==> src/rtl/coarse_counter_mc.sv <==
// -----------------------------------------------------------------------------
// coarse_counter_mc
//
// Multi-channel coarse counter for the TDC path. A common start clears a
// shared WIDTH-bit cycle counter. Each of NCH stop channels latches the count
// at its first stop. Completion is reported with Valid_CC and released by
// ack_CC. Overflow_CC flags that the counter saturated before every channel
// stopped.
//
// Parameters
//   WIDTH        coarse counter / per-channel result width (>= 4)
//   NCH          number of stop channels (1..16)
//
// Ports
//   clk_CC       in   counter clock, rising edge
//   reset_CC     in   synchronous active-high reset
//   start_CC     in   common start, sampled in IDLE only
//   stop_CC      in   per-channel stop, bit i = channel i
//   ack_CC       in   readout acknowledge, sampled in DONE only
//   Valid_CC     out  results complete and stable
//   Overflow_CC  out  counter saturated before all channels stopped
//   Hit_CC       out  bit i set = channel i captured a stop
//   CountOutCC   out  channel i count in bits [i*WIDTH +: WIDTH]
//
// Build option
//   CC_STOP_EDGE_EN  defined: a channel fires on a 0->1 transition of its
//                    stop input. Undefined: a channel fires on a high level.
// -----------------------------------------------------------------------------
module coarse_counter_mc #(
    parameter int WIDTH = 12,
    parameter int NCH   = 4
) (
    input  logic                 clk_CC,
    input  logic                 reset_CC,
    input  logic                 start_CC,
    input  logic [NCH-1:0]       stop_CC,
    input  logic                 ack_CC,
    output logic                 Valid_CC,
    output logic                 Overflow_CC,
    output logic [NCH-1:0]       Hit_CC,
    output logic [NCH*WIDTH-1:0] CountOutCC
);

    typedef enum logic [1:0] {
        S_IDLE = 2'd0,
        S_RUN  = 2'd1,
        S_DONE = 2'd2
    } state_t;

    localparam logic [WIDTH-1:0] C_ONE      = {{(WIDTH-1){1'b0}}, 1'b1};
    localparam logic [WIDTH-1:0] C_ALL_ONES = {WIDTH{1'b1}};

    state_t                 r_state;
    state_t                 w_state_nxt;
    logic [WIDTH-1:0]       r_cnt;
    logic [NCH-1:0]         r_hit;
    logic [NCH*WIDTH-1:0]   r_count;
    logic                   r_ovf;
    logic                   r_valid;

    logic [WIDTH-1:0]       w_cnt_inc;
    logic                   w_sat;
    logic [NCH-1:0]         w_stop_act;
    logic [NCH-1:0]         w_fire;
    logic [NCH-1:0]         w_hit_nxt;
    logic                   w_all_hit;

`ifdef CC_STOP_EDGE_EN
    // Previous-cycle copy of the stop inputs, kept in every state so a stop
    // already high when the run starts is not mistaken for a fresh edge.
    logic [NCH-1:0] r_stop_prev;

    always_ff @(posedge clk_CC) begin
        if (reset_CC) begin
            r_stop_prev <= '0;
        end else begin
            r_stop_prev <= stop_CC;
        end
    end

    assign w_stop_act = stop_CC & ~r_stop_prev;
`else
    assign w_stop_act = stop_CC;
`endif

    // The value captured at an edge is the count after that edge, so a stop
    // at the n-th edge after start reads n.
    assign w_cnt_inc = r_cnt + C_ONE;
    // All-ones is reserved for overflow, so the run ends one step before wrap.
    assign w_sat     = (w_cnt_inc == C_ALL_ONES);
    // First stop wins: only channels not yet hit may fire.
    assign w_fire    = w_stop_act & ~r_hit;
    assign w_hit_nxt = r_hit | w_fire;
    assign w_all_hit = &w_hit_nxt;

    always_ff @(posedge clk_CC) begin
        if (reset_CC) begin
            r_state <= S_IDLE;
        end else begin
            r_state <= w_state_nxt;
        end
    end

    always_comb begin
        w_state_nxt = r_state;
        case (r_state)
            S_IDLE: begin
                if (start_CC) begin
                    w_state_nxt = S_RUN;
                end
            end
            S_RUN: begin
                if (w_all_hit || w_sat) begin
                    w_state_nxt = S_DONE;
                end
            end
            S_DONE: begin
                if (ack_CC) begin
                    w_state_nxt = S_IDLE;
                end
            end
            default: begin
                w_state_nxt = S_IDLE;
            end
        endcase
    end

    always_ff @(posedge clk_CC) begin
        if (reset_CC) begin
            r_cnt   <= '0;
            r_hit   <= '0;
            r_count <= '0;
            r_ovf   <= 1'b0;
            r_valid <= 1'b0;
        end else begin
            // Valid follows the state being entered, so it rises right after
            // the final capture edge and drops right after the ack edge.
            r_valid <= (w_state_nxt == S_DONE);
            case (r_state)
                S_IDLE: begin
                    if (start_CC) begin
                        r_cnt   <= '0;
                        r_hit   <= '0;
                        r_count <= '0;
                        r_ovf   <= 1'b0;
                    end
                end
                S_RUN: begin
                    r_cnt <= w_cnt_inc;
                    r_hit <= w_hit_nxt;
                    // On saturation w_cnt_inc is all-ones, so unhit channels
                    // and channels firing at that edge both load all-ones.
                    for (int i = 0; i < NCH; i++) begin
                        if (w_fire[i] || (w_sat && !w_hit_nxt[i])) begin
                            r_count[i*WIDTH +: WIDTH] <= w_cnt_inc;
                        end
                    end
                    // A complete set of hits on the saturating edge is a
                    // valid (non-overflowed) result.
                    r_ovf <= w_sat && !w_all_hit;
                end
                default: begin
                end
            endcase
        end
    end

    assign Valid_CC    = r_valid;
    assign Overflow_CC = r_ovf;
    assign Hit_CC      = r_hit;
    assign CountOutCC  = r_count;

endmodule

==> config.mk <==
export PLATFORM = sky130hd
export DESIGN_NAME = coarse_counter_mc
export DESIGN_NICKNAME = d
export VERILOG_FILES = /design/src/rtl/coarse_counter_mc.sv
export SDC_FILE = /design/constraint.sdc
export NUM_CORES = 1
export LEC_CHECK = 0
export CAP_MARGIN = 20
export CORE_UTILIZATION = 51
export CTS_CLUSTER_DIAMETER = 80
export CTS_CLUSTER_SIZE = 20
export DETAILED_ROUTE_END_ITERATION = 16
export PLACE_DENSITY = 0.79
export SYNTH_ARGS = -nofsm -noshare
export SYNTH_HDL_FRONTEND = slang
export SYNTH_SLANG_ARGS = --single-unit
==> constraint.sdc <==
create_clock -name clk_CC -period 2.36 [get_ports clk_CC]
set_input_delay 0.59 -clock clk_CC [delete_from_list [all_inputs] [get_ports clk_CC]]
set_output_delay 0.59 -clock clk_CC [all_outputs]
set_load 0.01 [all_outputs]
# Yosys cells after proc, flatten, opt, wreduce, memory -nomap -nowiden
# Cells that the tools add are included.
[op_classes]
n_shift = 0
reduce_logical = 23
n_lt_le_gt_ge = 0
n_addsub = 1
n_div = 0
n_bitwise = 3
n_eq_ne = 9
n_mux = 16
multipliers = 0
[op_table]
columns = ["operator", "n"]
rows = [
  ["case mux 48 bit (2 select lines)", 1],
  ["2-to-1 mux 12 bit", 5],
  ["2-to-1 mux 48 bit", 1],
  ["case mux 12 bit (2 select lines)", 1],
  ["adder 12 x 1 -> 12 bit (second input constant)", 1],
  ["== test 12 bit (second input constant)", 1],
  ["AND reduction 3 bit", 4],
  ["inequality test 2 bit (second input constant)", 5],
  ["case mux 4 bit (2 select lines)", 1],
  ["2-to-1 mux 2 bit", 3],
  ["case mux 2 bit (3 select lines)", 1],
  ["logical AND 1 bit", 5],
  ["zero test 1 bit", 5],
  ["logical OR 1 bit", 5],
  ["bitwise AND 4 bit", 1],
  ["== test 2 bit (second input constant)", 2],
  ["2-to-1 mux 4 bit", 1],
  ["inverter 4 bit", 1],
  ["OR 4 bit", 1],
  ["AND reduction 4 bit", 1],
  ["== test 2 x 1 -> 1 bit (second input constant)", 1],
  ["zero test 2 bit", 1],
  ["case mux 1 bit (2 select lines)", 1],
  ["AND reduction 2 bit", 1],
  ["other kinds (2)", 2],
]
[word_totals]
memories = 0
output_inout_bits = 54
latch_bits = 0
ramBits = 0
romBits = 0
wordCells = 61
input_bits = 8
register_bits = 68

# Longest topological paths before layout
[depth]
depth_word = 8
depth_mapped = 9
ltp_nobuf = 8

# Least setup slack after synthesis
# OpenSTA, ideal clock, no wires.
[synth_timing]
path_kind = "register to register"
start = "reg r_cnt[0]"
end = "reg r_count[5] (netlist: CountOutCC[5])"
path_stages_with_launch = 9
setup_slack_ps = 266
path_buffers = 1
required_time_ps = 2243
arrival_time_ps = 1977
synth_period_minus_slack_ps = 2094
setup_time_ps = 117
cell_sequence = "dfxtp_1 ha_1 nand4_1 xor2_1 o22a_1 o311ai_4 a21oi_2 buf_4 a22o_1"
[synth_between]
elab_chain_cells = 6
elab_cells_between_ends = 8
classes_between = "add/sub: 1; eq/ne: 2; mux: 2; reduce/logical: 3"
[synth_rtl]
columns = ["element", "line_no", "source"]
rows = [
  ["start, declared", "55", "logic [WIDTH-1:0] r_cnt;"],
  ["start signal, assigned", "149", "r_cnt <= w_cnt_inc;"],
  ["adder 12 x 1 -> 12 bit *", "88", "assign w_cnt_inc = r_cnt + C_ONE;"],
  ["== test 12 bit", "90", "assign w_sat = (w_cnt_inc == C_ALL_ONES);"],
  ["logical AND 1 bit", "154", "if (w_fire[i] || (w_sat && !w_hit_nxt[i])) begin"],
  ["logical OR 1 bit", "154", ""],
  ["inequality test 2 bit (no source line)", "-", ""],
  ["AND reduction 3 bit (no source line)", "-", ""],
  ["end signal, assigned by index", "155", "r_count[i*WIDTH +: WIDTH] <= w_cnt_inc;"],
  ["end, declared", "57", "logic [NCH*WIDTH-1:0] r_count;"],
]
# Every way passes the cells marked *; elsewhere a longest branch is shown, timed or not. The select of a mux whose other input is x is not followed.
# A chain may end at the register's enable or synchronous reset.

# Final worst setup path
[layout_timing]
start = "reg r_cnt[3]"
end = "reg r_count[33] (netlist: CountOutCC[33])"
# The elaborated chain is that of the path after synthesis.

==> results.md <==
* Status: finished clean
* Synth area leaders: dfxtp_1 44%, a22o_1 5.7%, mux2i_1 5.5%
* Yosys reg bits at 68
* Routability cong. at 0.862
* Slowest CP cell: a21oi_2
* Commonest cells in the netlist: 68 x dfxtp_1, 37 x nor2_1, 30 x nand2_1
* P&R area growth vs syn at 30.3%
* Total track usage at 0.256
* Pin count of the biggest net entering global routing at 30
* Pwr Density at 595 mW/mm^2
* Crit path time final at 2.21 ns
* Post-synthesis cell type count at 50
* Worst path max stage delay at 0.48 ns
* Cells after Synth at 336
* Core footprint at 0.00564 sq mm
* CTS tree: built
* Post-DP HPWL at 5560 microns
* Final Core Density at 0.709
* Die Area at 0.00634 sq mm
* Post-synth EDFFs at 0
* Post-Syn Area at 0.00307 sq mm
* Clock-pin slew on the worst setup and hold paths at 0.08 ns
* Average wire per standard cell at 16.0 microns
* Drt via density at 5.66
* First-pass GRT wire length at 12100 microns
* Starting Density at 0.544
* Top FF cell, synth: dfxtp_1
* Antenna fix cells at 0
* CTS Buffer Depth at 2
* Non-filler cells, final at 480
* Register area share after synthesis at 0.443
* Sink Count at 68
* Grt ovf at 0
* Syn nets at 346
* # placed instances at 464
* Critical path cell sequence: buf_4, nand4_1, xor2_1, o22a_1, o311ai_2, a21oi_2, a22o_1
* Vias in the first global route at 2442
* Top cell type's share of synthesized area at 0.443
* Initial drt markers at 160
* Root Driver: clkbuf_8
* Hold Violations, Final at 0
* DRC errors left at 0
* Synth area leader: dfxtp_1
* Setup repair bufs after CTS at 0
* Worst EP arrival at 2.50 ns
* Final antenna-violating net count at 0
* Num CTS Buffers at 9
* Share of layout cells above drive strength 1 at 0.132
* DIE WIDTH at 79.6 microns
* Hold Crit Class: flop to flop
* I/O pins at 62
* DR vias at 2717
* Core Rows at 27
* Final setup TNS at 0 ns
* Final wirelength at 7660 microns
* CP required at 2.65 ns
* RSZ-0062 raised after global routing: false
* Crit Path Category: flop to flop
* Setup violations, final at 0
* Fmax at 452 MHz
* Pins over their slew limit at 0
* Tcrit/Tclk final at 0.937
* Worst setup EP type: flop
* Chip height at 79.6 microns
* Clock Latency Late Sink at 0.35 ns
* Final #Nets at 413
* Max Clock Skew at 0.0116 ns
* CP max FO at 12
* Synth warn at 0
* Syn Area/Cell at 9.14 sq um
* PortBufs at 61
* Count leader, synth: dfxtp_1
* Slew @ Worst Pin at 0.575 ns
* Number of antenna violations at the first check in global routing at 0
* Startpoint types: flop
* Htree depth at 3
* Worst slew margin at 0.614
* Drt pass-1 iters at 5
* Maximum vdd drop at 0.450 mV
* Leakage at 0.00148 uW
* MaxCap Viol Count at 0
* Async set-reset flop share out of synthesis at 0
[per-stage QoR]
step / hold WS (ns) / power, uW / area [sq um] / setup WS, ns
after floorplan: 0.476 / 1360 / 3070 / 0.266
after global placement: 0.443 / 1440 / 3790 / 0.161
after detailed placement: 0.453 / 1440 / 3790 / 0.113
after CTS: 0.464 / 2390 / 3990 / 0.0810
after global routing: 0.476 / 2470 / 4000 / 0.00256
final: 0.459 / 2380 / 4000 / 0.149
[repair_timing]
| action | CTS | global route |
|---|---|---|
| setup endpoints to repair | 0 | 16 |
| hold buffers | 0 | 0 |
| resized for setup | 0 | 2 |
[cell usage in the layout (no fill, tap or decap), drive strengths merged, types with 2 or more instances in the layout]
cell           instances
dfxtp                 68
clkdlybuf4s50         61
nor2                  37
nand2                 30
a21oi                 23
a22o                  20
buf                   18
mux2i                 17
o21ai                 17
clkbuf                 9
nor3                   9
nand3                  9
nand2b                 8
or2                    8
xnor2                  6
a32o                   6
inv                    6
nor2b                  5
clkinv                 5
a31oi                  4
a22oi                  4
o2bb2ai                4
and3                   3
nand4                  3
xor2                   3
a21o                   2
o21a                   2
o22a                   2
or3                    2
nor4                   2
ha                     2
o311ai                 2
[state kept, by name (all words and copies together) (netlist names)]
name         count
CountOutCC      48
r_cnt           12
Hit_CC           4
r_state          2
Overflow_CC      1
Valid_CC         1
[path summary, 6_finish.rpt]
check / startpoint / end / slack (ns) / depth (start not counted)
setup / recovery: r_cnt[3] / CountOutCC[33] / 0.15 / 7
hold / removal: Overflow_CC / Overflow_CC / 0.46 / 2
setup reg to reg: r_cnt[3] / CountOutCC[33] / 0.15 / 7
hold reg to reg: Overflow_CC / Overflow_CC / 0.46 / 2
[cell type report]
| class | instances | area (sq um) |
|---|---|---|
| clock inverter | 7 | 75.1 |
| timing repair buffer | 79 | 758 |
| sequential | 68 | 1360 |
| inverter | 5 | 18.8 |
| tap | 72 | 90.1 |
| clock buffer | 9 | 124 |
| fill | 431 | 1640 |
| multi-input combinational | 240 | 1570 |
[kinds of logic after synthesis]
kind of cell	share of synthesized area
simple gates	0.191
compound gates	0.226
flops	0.443
buf+inv	0.0468
mux	0.0591
xor+xnor	0.0257
fa+ha+maj	0.00815
[report_power, final]
part           switching, uW  internal, uW
Sequential              17.2          1160
Combinational            140           104
Clock                    468           493
Total                    625          1760
[worst max-delay path: cells and delay by family, from the launching register on]
family | cells | cell delay [ns]
DFF | 1 | 0.42
buffers and inverters | 1 | 0.20
xor gates and xnor gates | 1 | 0.24
AOI/OAI and AO/OA | 4 | 1.13
and+or+nand+nor | 1 | 0.15
[per-layer routing]
| metal | vias to the layer above | part of all wire | global-route usage |
|---|---|---|---|
| met3 | 9 | 0.055 | 0.0549 |
| met2 | 78 | 0.48 | 0.403 |
| li1 | 1332 | - | - |
| met1 | 1298 | 0.45 | 0.338 |
| met4 | 0 | 0.012 | 0.105 |
| met5 | - | 0 | 0 |
Note: power is estimated with default switching activity, not from simulation.
